**src/rtl/reg_file_pkg.sv**
```systemverilog
// Shared constants and helpers for the scoreboarded register file.
// Latency: n/a (package only).
// Backpressure: n/a (package only).
package reg_file_pkg;

  localparam int DEFAULT_WIDTH = 8;
  localparam int DEFAULT_DEPTH = 8;

  // Ceiling log2 for constant elaboration; returns 0 for values <= 1.
  function automatic int clog2(input int value);
    int r;
    r = 0;
    for (int i = 0; i < 31; i++) begin
      if ((1 << i) < value) r = i + 1;
    end
    return r;
  endfunction

endpackage

```
**src/rtl/reg_file_scoreboard.sv**
```systemverilog
// Busy-bit scoreboard: one pending-producer bit per register, set by reserve, cleared by write.
// Latency: set/clear take effect at the rising edge; busy reads and any-busy are combinational.
// Backpressure: none; every set/clear request is accepted every cycle.
//
// Ports:
//   i_clk, i_rst_n             clock, asynchronous active-low reset (clears all busy bits)
//   i_set_vld, i_set_addr      mark a register busy
//   i_clr_vld, i_clr_addr      mark a register no longer busy
//   i_rd1_addr, i_rd2_addr     busy read addresses
//   o_rd1_busy, o_rd2_busy     busy bit of the addressed register
//   o_any_busy                 OR of all busy bits
module reg_file_scoreboard
  import reg_file_pkg::*;
#(
  parameter int DEPTH  = DEFAULT_DEPTH,
  parameter int ADDR_W = clog2(DEPTH)
) (
  input  logic              i_clk,
  input  logic              i_rst_n,
  input  logic              i_set_vld,
  input  logic [ADDR_W-1:0] i_set_addr,
  input  logic              i_clr_vld,
  input  logic [ADDR_W-1:0] i_clr_addr,
  input  logic [ADDR_W-1:0] i_rd1_addr,
  input  logic [ADDR_W-1:0] i_rd2_addr,
  output logic              o_rd1_busy,
  output logic              o_rd2_busy,
  output logic              o_any_busy
);

  logic [DEPTH-1:0] r_busy;
  logic [DEPTH-1:0] w_busy_nxt;

  // Clear is applied first so that a reserve to the same address in the
  // same cycle wins: the new producer is still outstanding.
  always_comb begin
    w_busy_nxt = r_busy;
    if (i_clr_vld) w_busy_nxt[i_clr_addr] = 1'b0;
    if (i_set_vld) w_busy_nxt[i_set_addr] = 1'b1;
  end

  always_ff @(posedge i_clk or negedge i_rst_n) begin
    if (!i_rst_n) begin
      r_busy <= '0;
    end else begin
      r_busy <= w_busy_nxt;
    end
  end

  assign o_rd1_busy = r_busy[i_rd1_addr];
  assign o_rd2_busy = r_busy[i_rd2_addr];
  assign o_any_busy = |r_busy;

endmodule

```
**src/rtl/reg_file_sb.sv**
```systemverilog
// Register file with per-register busy scoreboard, one write port, two read ports.
// Latency: writes/reserves land at the rising edge; reads are combinational (same-cycle
//   write bypass when REG_FILE_BYPASS_EN is defined). Backpressure: none, always ready.
//
// Optional feature macro: REG_FILE_BYPASS_EN (write-to-read forwarding; off by default).
//
// Ports:
//   CLK, RESET                 clock, asynchronous active-low reset (clears data and busy)
//   IN, INADDRESS, WRITE       write data/address/enable (write also clears busy)
//   RSVADDRESS, RESERVE        reservation address/enable (sets busy)
//   OUT1ADDRESS, OUT2ADDRESS   read addresses
//   OUT1, OUT2                 read data
//   OUT1BUSY, OUT2BUSY         busy bit of the addressed register
//   ANYBUSY                    OR of all busy bits
module reg_file_sb
  import reg_file_pkg::*;
#(
  parameter  int WIDTH    = DEFAULT_WIDTH,
  parameter  int DEPTH    = DEFAULT_DEPTH,
  parameter  int ZERO_REG = 0,
  localparam int ADDR_W   = clog2(DEPTH)
) (
  input  logic              CLK,
  input  logic              RESET,
  input  logic [WIDTH-1:0]  IN,
  input  logic [ADDR_W-1:0] INADDRESS,
  input  logic              WRITE,
  input  logic [ADDR_W-1:0] RSVADDRESS,
  input  logic              RESERVE,
  input  logic [ADDR_W-1:0] OUT1ADDRESS,
  input  logic [ADDR_W-1:0] OUT2ADDRESS,
  output logic [WIDTH-1:0]  OUT1,
  output logic [WIDTH-1:0]  OUT2,
  output logic              OUT1BUSY,
  output logic              OUT2BUSY,
  output logic              ANYBUSY
);

  logic [WIDTH-1:0] r_mem [DEPTH];

  logic             w_wr_en;
  logic             w_rsv_en;
  logic [WIDTH-1:0] w_rd1_dat;
  logic [WIDTH-1:0] w_rd2_dat;
  logic             w_sb_busy1;
  logic             w_sb_busy2;

  // With a hard-wired register 0, writes and reservations to it are
  // dropped here, so reg 0 keeps its reset value (zero) and never goes busy.
  assign w_wr_en  = WRITE   && !((ZERO_REG != 0) && (INADDRESS  == '0));
  assign w_rsv_en = RESERVE && !((ZERO_REG != 0) && (RSVADDRESS == '0));

  always_ff @(posedge CLK or negedge RESET) begin
    if (!RESET) begin
      for (int i = 0; i < DEPTH; i++) begin
        r_mem[i] <= '0;
      end
    end else if (w_wr_en) begin
      r_mem[INADDRESS] <= IN;
    end
  end

  assign w_rd1_dat = r_mem[OUT1ADDRESS];
  assign w_rd2_dat = r_mem[OUT2ADDRESS];

  reg_file_scoreboard #(
    .DEPTH  (DEPTH),
    .ADDR_W (ADDR_W)
  ) u_scoreboard (
    .i_clk      (CLK),
    .i_rst_n    (RESET),
    .i_set_vld  (w_rsv_en),
    .i_set_addr (RSVADDRESS),
    .i_clr_vld  (w_wr_en),
    .i_clr_addr (INADDRESS),
    .i_rd1_addr (OUT1ADDRESS),
    .i_rd2_addr (OUT2ADDRESS),
    .o_rd1_busy (w_sb_busy1),
    .o_rd2_busy (w_sb_busy2),
    .o_any_busy (ANYBUSY)
  );

`ifdef REG_FILE_BYPASS_EN
  logic w_byp1;
  logic w_byp2;

  // Forward the in-flight write; the forwarded value is only still pending
  // if a new reservation lands on the same register this cycle.
  assign w_byp1 = w_wr_en && (INADDRESS == OUT1ADDRESS);
  assign w_byp2 = w_wr_en && (INADDRESS == OUT2ADDRESS);

  assign OUT1     = w_byp1 ? IN : w_rd1_dat;
  assign OUT2     = w_byp2 ? IN : w_rd2_dat;
  assign OUT1BUSY = w_byp1 ? (w_rsv_en && (RSVADDRESS == OUT1ADDRESS)) : w_sb_busy1;
  assign OUT2BUSY = w_byp2 ? (w_rsv_en && (RSVADDRESS == OUT2ADDRESS)) : w_sb_busy2;
`else
  assign OUT1     = w_rd1_dat;
  assign OUT2     = w_rd2_dat;
  assign OUT1BUSY = w_sb_busy1;
  assign OUT2BUSY = w_sb_busy2;
`endif

endmodule

```
**config.mk**
```make
export PLATFORM = sky130hd
export DESIGN_NAME = reg_file_sb
export DESIGN_NICKNAME = d
export VERILOG_FILES = /design/src/rtl/reg_file_pkg.sv /design/src/rtl/reg_file_scoreboard.sv /design/src/rtl/reg_file_sb.sv
export SDC_FILE = /design/constraint.sdc
export NUM_CORES = 1
export LEC_CHECK = 0
export ABC_AREA = 1
export ABC_CLOCK_PERIOD_IN_PS = 2900
export CAP_MARGIN = 15
export CORE_MARGIN = 1
export CORE_UTILIZATION = 60
export CTS_CLUSTER_DIAMETER = 60
export DETAILED_ROUTE_END_ITERATION = 12
export HOLD_SLACK_MARGIN = 0.02
export PLACE_DENSITY = 0.83
export SETUP_SLACK_MARGIN = 0.2
export SYNTH_ARGS = -nofsm -noshare
export SYNTH_HDL_FRONTEND = slang
export SYNTH_HIERARCHICAL = 1
export SYNTH_SLANG_ARGS = --single-unit
export TNS_END_PERCENT = 50
```
**constraint.sdc**
```tcl
create_clock -name CLK -period 2.9 [get_ports CLK]
set_clock_uncertainty 0.1 [all_clocks]
set_input_delay 0.58 -clock CLK [delete_from_list [all_inputs] [get_ports CLK]]
set_output_delay 0.58 -clock CLK [all_outputs]
set_load 0.01 [all_outputs]
```
### Yosys cells after proc, flatten, opt, wreduce, memory -nomap -nowiden

Index checks and enable logic that the tools add are counted.

| storage, ports and cells | value |
|---|---|
| output and inout bits | 19 |
| register bits after elaboration | 72 |

| operators by class | value |
|---|---|
| bitwise operators | 6 |
| reductions and logical operators | 4 |
| $lt $le $gt $ge | 10 |
| multiplexer cells | 19 |

Operator list:

| operator | count |
|---|---|
| bitwise mux 64 bit | 1 |
| 2-to-1 mux 8 bit | 7 |
| binary-select mux 8 bit (select 3 bit) | 2 |
| demux 8 bit (select 3 bit) | 1 |
| less-than comparator 3 x 4 -> 1 bit (second input constant) | 4 |
| greater-or-equal comparator 4 bit (second input constant) | 3 |
| NOT 3 -> 4 bit | 3 |
| bitwise AND 8 bit | 1 |
| NOT 8 bit | 1 |
| OR 8 bit | 1 |
| OR reduction 8 bit | 1 |
| binary-select mux 1 bit (select 3 bit) | 2 |
| demux 1 bit (select 3 bit) | 2 |
| greater-or-equal comparator 3 x 1 -> 1 bit (second input constant) | 2 |
| less-than comparator 4 x 1 -> 1 bit (second input constant) | 1 |
| 2-to-1 mux 1 bit | 4 |
| logical AND 1 bit | 3 |

### Logic depth before layout (Yosys ltp)

Gate-level depths: netlist (run 1).

| logic depth | value |
|---|---|
| depth after elaboration | 9 |
| gate-level depth with buffers | 8 |
| gate-level depth less buffers | 6 |

### Cells and area by module

The synthesis (run 1) kept the hierarchy.

Modules (own cells, without submodules):

| module | cells each | seq. area each (um^2) | area each (um^2) | times used |
|---|---|---|---|---|
| reg_file_sb | 589 | 1601.5 | 3801.1 | 1 |
| reg_file_scoreboard | 92 | 200.2 | 554.3 | 1 |

### Worst setup path before layout (run 1)

No wires, ideal clock.

| timing path | value |
|---|---|
| path kind | input to output |
| start point | input OUT2ADDRESS[1] |
| end point | output OUT2[1] |
| stages | 7 |
| arrival | 1334 ps |
| path buffers | 2 |
| setup slack | 886 ps |
| data required time | 2220 ps |
| cell sequence | buf_2 -> inv_1 -> buf_2 -> nand3_1 -> nand2_1 -> nand2_1 -> nand2_1 |

| between the ends | value |
|---|---|
| longest elaborated chain between the ends | 4 |

Ends and longest elaborated chain:

| element | RTL line | text |
|---|---|---|
| start, declared | reg_file_sb.sv:31 | `input logic [ADDR_W-1:0] OUT2ADDRESS,` |
| NOT 3 -> 4 bit (implied by the code) | reg_file_sb.sv:64 | `assign w_rd2_dat = r_mem[OUT2ADDRESS];` |
| binary-select mux 8 bit (select 3 bit) | reg_file_sb.sv:64 |  |
| 2-to-1 mux 8 bit (implied by the code) (2 in a row) | reg_file_sb.sv:64 |  |
| end, declared | reg_file_sb.sv:33 | `output logic [WIDTH-1:0] OUT2,` |

No other way between the ends. The select of a mux whose other input is x is not followed.

### Worst setup path in the final report (run 1)

| timing path | value |
|---|---|
| start point | input OUT2ADDRESS[0] |
| end point | output OUT2[7] |

The elaborated chain is that of the path after synthesis.

==> reports/metrics.csv, run 1 <==
metric,value,unit
crit_slowest_cell,clkdlybuf4s50_1,
die_h,87.20,µm
clock_sinks,72,
power.density,595.1,mW/mm²
vdd_drop_max,0.0005164,V
route.detailed.drc,0,
synth_top_area_share,41.37,%
num_rows,30,
synth_edf_count,0,
seq_power_share,41.7,%
startpoint_type,input port,
max_clock_freq,371.6,MHz
yosys.cell_count.top_type,nand2_1,
final_util,75.94,%
max-slew-margin-rel,56.92,%
grt_start_max_net_pins,46,
finalWirelength,13.05,mm
path_common_cell,nand2_1,
yosysWarnings,6,
ant_nets,0,
cts_buffers,9,
detailed_place_hpwl,9.121,mm
dieWidth,87.20,µm
core,0.006907,mm²
critPathArrivalTime,2010,ps
worstPathRequired,2220,ps
drive_above_1_share,6.293,%
final_max_slew_viol_count,0,
worstSetupEndpointType,output port,
wl_per_cell,15.78,µm
p_comb_share,27.6,%
place.port_buffers,42,
dieArea,0.007604,mm²
timing.final.crit_share,92.79,%
clkPwrFrac,30.7,%
overflow,0,
groute.usage.overall,37.44,%
synthCells,681,
synth_largest_area_cell,dfrtp_1,
synth_nets,705,
synth-seq-cells,72,
syn_area,0.004355,mm²
start_util,63.06,%
vias,4645,
firstDrtPassIters,6,
place_ws,-65.18,ps
total_leakage_power,2.959,nW
viasPerCell,5.617,
gp_congestion,0.9298,
post-route-min-period,2691,ps
syn_to_final_growth,20.43,%
ys.flop_type,dfrtp_1,
synth-seq-area-share,41.37,%
rsz0062_at_grt,yes,
antenna_cells,0,
syn_avg_cell_area,6.396,µm²
ys_types,16,
drt_iter0_markers,440,
fillCellCount,587,
finalSetupViolations,0,
crit_path_max_incr_delay,490,ps
crit_type,in2out,
p_int,0.002073,W
synth_area_leaders,"dfrtp_1, nand2_1, o21ai_0",
cts_buffer_depth,2,
critPathMaxFanout,12,
clk_pin_slew,90,ps
cts_tree,done,
root_buffer,clkbuf_8,
hold_viol_final,0,
maxCapViolCount,0,
worstSkewPairLatency,360,ps
grt_pass1_vias,4480,
p_switching,0.001049,W
p_sw_share,33.60,%
nets,750,
postSynth.asyncResetShare,100.0,%
io_pins,43,
grt_pass1_wl,21.56,mm
h-tree-depth,3,
crit_chain,clkdlybuf4s50_1 -> buf_6 -> buf_12 -> nand2_1 -> nand3_1 -> nand2_1 -> nand2_1 -> nand2_1 -> dlygate4sd2_1,
antenna_found_initial,0,
hp-class,in2async,
status,"complete, no violations",
worst_slack,209.2,ps
synth_common_cells,"nand2_1, inv_1, o21ai_0",
worst_slew_pin_slew,644.6,ps
==> worst paths after layout <==
check	from	endpoint	slack (ps)	cells past startpoint
min in group CLK	r_mem[56]	r_mem[56]	390	2
setup / recovery	OUT2ADDRESS[0]	OUT2[7]	210	9
hold reg to reg	r_mem[56]	r_mem[56]	390	2
hold / removal	RESET	r_mem[12]	130	1
setup reg to reg	u_scoreboard/r_busy[0]	u_scoreboard/r_busy[0]	2040	2
max in group asynchronous	RESET	r_mem[31]	1900	2
==> sequential cells by signal (all words and copies together) (netlist names) <==
signal	cells
r_mem	64
u_scoreboard/r_busy	8
==> critical path: cells and delay by family <==
| family | cells | cell delay [ps] |
|---|---|---|
| buffers and inverters | 4 | 1080 |
| AND/OR/NAND/NOR | 5 | 330 |
==> cell families after synthesis <==
group | synth area share [%]
and+or+nand+nor | 36.86
buffers and inverters | 12.58
AOI/OAI and AO/OA | 9.193
DFF | 41.37
==> layout by cell type (no fill, tap or decap), types with 5 or more instances in the layout <==
cell type / netlist / final
buf_12: 0 / 8
buf_4: 1 / 10
clkbuf_8: 0 / 12
clkdlybuf4s50_1: 0 / 21
dfrtp_1: 72 / 72
dlygate4sd2_1: 0 / 15
inv_1: 100 / 98
nand2_1: 311 / 311
nand3_1: 77 / 77
nor2_1: 5 / 5
o21ai_0: 80 / 80
==> area by class of cell <==
type                       instances  area (µm²)  area share [%]
clock inverter                     4       75.07           1.431
timing repair buffer              64       694.4           13.24
inverter                         102       382.9           7.300
tap                               96       120.1           2.290
clock buffer                      12       165.2           3.149
multi-input combinational        477        2006           38.24
sequential                        72        1802           34.35
==> layer usage <==
layer  GRT usage (%)  wire, µm  vias up
li1                -         -     2175
met1           50.06      5476     2136
met2           59.20      5899      283
met3           7.299      1190       51
met4           16.99       483        0
met5               0         0        -
==> stage by stage <==
stage                     hold slack [ps]  total power, W  cell area [µm²]  TNS [ps]  cells
after floorplan                     184.4        0.001829             4355         0    681
after global placement              366.6        0.002139             4976    -362.8    809
after detailed placement            372.9        0.002173             4976    -520.7    809
after CTS                           140.9        0.003095             5194    -23.33    825
after global routing                185.9        0.003301             5245         0    827
final                               128.5        0.003121             5245         0    827
==> power groups by stage <==
stage	sequential (W)	clock, W	combinational, W
finish	0.00130	0.000958	0.000862
global route	0.00132	0.00100	0.000979
CTS	0.00130	0.000956	0.000842
detailed placement	0.00132	0	0.000856
global placement	0.00131	0	0.000832
floorplan	0.00128	0	0.000545
==> timing repair <==
item                       CTS  global route
gates resized for setup     20            10
hold buffers                 0             0
gates cloned                 0             1
setup endpoints to repair   18            18
buffers inserted             0             1
No activity file was read; power rests on OpenSTA's default activity.
==> inputs of run 2 (changes only) <==
--- a/config.mk
+++ b/config.mk
@@ -9,11 +9,11 @@
 export ABC_CLOCK_PERIOD_IN_PS = 2900
 export CAP_MARGIN = 15
 export CORE_MARGIN = 1
-export CORE_UTILIZATION = 60
+export CORE_UTILIZATION = 62
 export CTS_CLUSTER_DIAMETER = 60
 export DETAILED_ROUTE_END_ITERATION = 12
 export HOLD_SLACK_MARGIN = 0.02
-export PLACE_DENSITY = 0.83
+export PLACE_DENSITY = 0.86
 export SETUP_SLACK_MARGIN = 0.2
 export SYNTH_ARGS = -nofsm -noshare
 export SYNTH_HDL_FRONTEND = slang
==> run 2 against run 1 <==
  * Routed wire length shrank 1.9%
  * Sequential power about the same
  * Highest routed layer unchanged
  * Register-to-register slack about the same
==> reports/metrics.csv, run 2 (synthesized netlist as in run 1, its figures left out) <==
metric,value,unit
final_util,77.18,%
total_leakage_power,3.036,nW
post-route-min-period,2694,ps
drt_iter0_markers,359,
largest_reg_flops,64,
routedLengthMet1,5.147,mm
finalSetupViolations,0,
cts_tree,done,
dpl_cell_area,0.005026,mm²
place.port_buffers,42,
total_power,0.002988,W
setup-tns-final,0,ps
cts_setup_buffers,0,
grt_pass1_wl,21.24,mm
critPathMaxFanout,16,
wl_per_cell,15.33,µm
gp_congestion,0.9569,
final_cell_mix,"nand2_1, inv_1, o21ai_0, nand3_1, dfrtp_1",
p_sw_share,34.24,%
hold_viol_final,0,
crit_path_max_incr_delay,470,ps
status,"complete, no violations",
ant_nets,0,
grt_start_max_net_pins,33,
core,0.006794,mm²
die_h,85.82,µm
final_max_slew_viol_count,0,
io_pins,43,
antenna_found_initial,0,
drive_above_1_share,7.037,%
grt_pass1_vias,4525,
worstSkewPairLatency,350,ps
dieArea,0.007364,mm²
route.detailed.drc,0,
worstSetupEndpointType,output port,
r2r_slack,2050,ps
rsz0062_at_grt,yes,
critPathArrivalTime,2010,ps
detailed_place_hpwl,9.051,mm
regMostFlops,r_mem,
p_int,0.001965,W
clock_sinks,72,
cts_buffer_depth,2,
met3_length,1.216,mm
vdd_drop_max,0.0004685,V
path_common_cell,nand2_1,
max_clock_freq,371.2,MHz
dieWidth,85.82,µm
worst_slew_pin_slew,652.4,ps
hp-class,in2async,
cts_buffers,9,
vias,4621,
wl_met2,5.938,mm
firstDrtPassIters,5,
p_comb_share,28.8,%
final_common_cell,nand2_1,
top_layer,met4,
clkPwrFrac,27.7,%
dp.cells,819,
finalWirelength,12.80,mm
viasPerCell,5.534,
top_regs,"r_mem (64), u_scoreboard/r_busy (8)",
root_buffer,clkbuf_8,
power.density,569.9,mW/mm²
overflow,0,
syn_to_final_growth,20.40,%
startpoint_type,input port,
maxCapViolCount,0,
nets,758,
timing.final.crit_share,92.89,%
stdcell_count,835,
crit_chain,clkdlybuf4s50_1 -> buf_4 -> buf_12 -> nand2_1 -> nand3_1 -> nand2_1 -> nand2_1 -> nand2_1 -> dlygate4sd2_1,
seq_power_share,43.6,%
fillCellCount,542,
start_util,64.11,%
design_area,0.005244,mm²
worstPathRequired,2220,ps
crit_slowest_cell,clkdlybuf4s50_1,
max-slew-margin-rel,56.40,%
clk_pin_slew,80,ps
antenna_cells,0,
num_rows,30,
groute.usage.overall,37.55,%
p_switching,0.001023,W
h-tree-depth,3,
crit_type,in2out,
[run 2: cell count changes in the layout (fill, tap and decap cells not counted), sizes merged]
cell,previous run,this run
dlygate4sd2,15,9
dlymetal6s2s,2,9
clkbuf,14,11
clkdlybuf4s50,21,23
clkinv,0,2
clkdlybuf4s15,2,0
buf,22,31
bufinv,2,1
[run 2: path summary, 6_finish.rpt]
check | from | endpoint | cells past startpoint
worst min register to register | r_mem[9] | r_mem[9] | 2
max in group asynchronous | RESET | r_mem[29] | 2
worst min-delay path | RESET | r_mem[1] | 1
worst max register to register | u_scoreboard/r_busy[7] | u_scoreboard/r_busy[7] | 2
min in group CLK | r_mem[9] | r_mem[9] | 2
worst max-delay path | OUT1ADDRESS[0] | OUT1[0] | 9
[run 2: power by group through the flow]
stage / Sequential, W / Clock (W) / Combinational (W)
after global routing: 0.00132 / 0.000869 / 0.000980
final: 0.00130 / 0.000827 / 0.000860
after floorplan: 0.00128 / 0 / 0.000545
after global placement: 0.00131 / 0 / 0.000827
after detailed placement: 0.00132 / 0 / 0.000859
after CTS: 0.00130 / 0.000825 / 0.000854
[run 2: metrics by stage]
stage	hold slack, ps	worst slack (ps)
CTS	62.07	21.37
floorplan	184.4	886.1
finish	54.76	206.1
global placement	366.4	6.776
detailed placement	373.2	0.4943
global route	85.13	109.8
[run 2: cell type report]
type	count	area (µm²)	share of cell area [%]
inverter	102	382.9	7.301
clock buffer	11	151.4	2.887
sequential	72	1802	34.36
tap	96	120.1	2.291
timing repair buffer	72	726.9	13.86
multi-input combinational	477	2006	38.25
clock inverter	5	55.05	1.050
[run 2: worst max-delay path: cells and delay by family]
family                 cells  cell delay (ps)
buffers and inverters      4             1080
and+or+nand+nor            5              340
[run 2: what timing repair did]
action / 4_1_cts / 5_1_grt
gates cloned: 0 / 0
resized for setup: 9 / 10
hold buffers: 0 / 0
endpoints found under the hold margin: 0 / 0
endpoints found under the setup margin: 18 / 18
[run 2: layer usage]
metal	global-route usage, %	up-vias
li1	-	2190
met1	47.90	2113
met2	61.60	264
met3	6.641	54
met4	19.24	0
met5	0	-
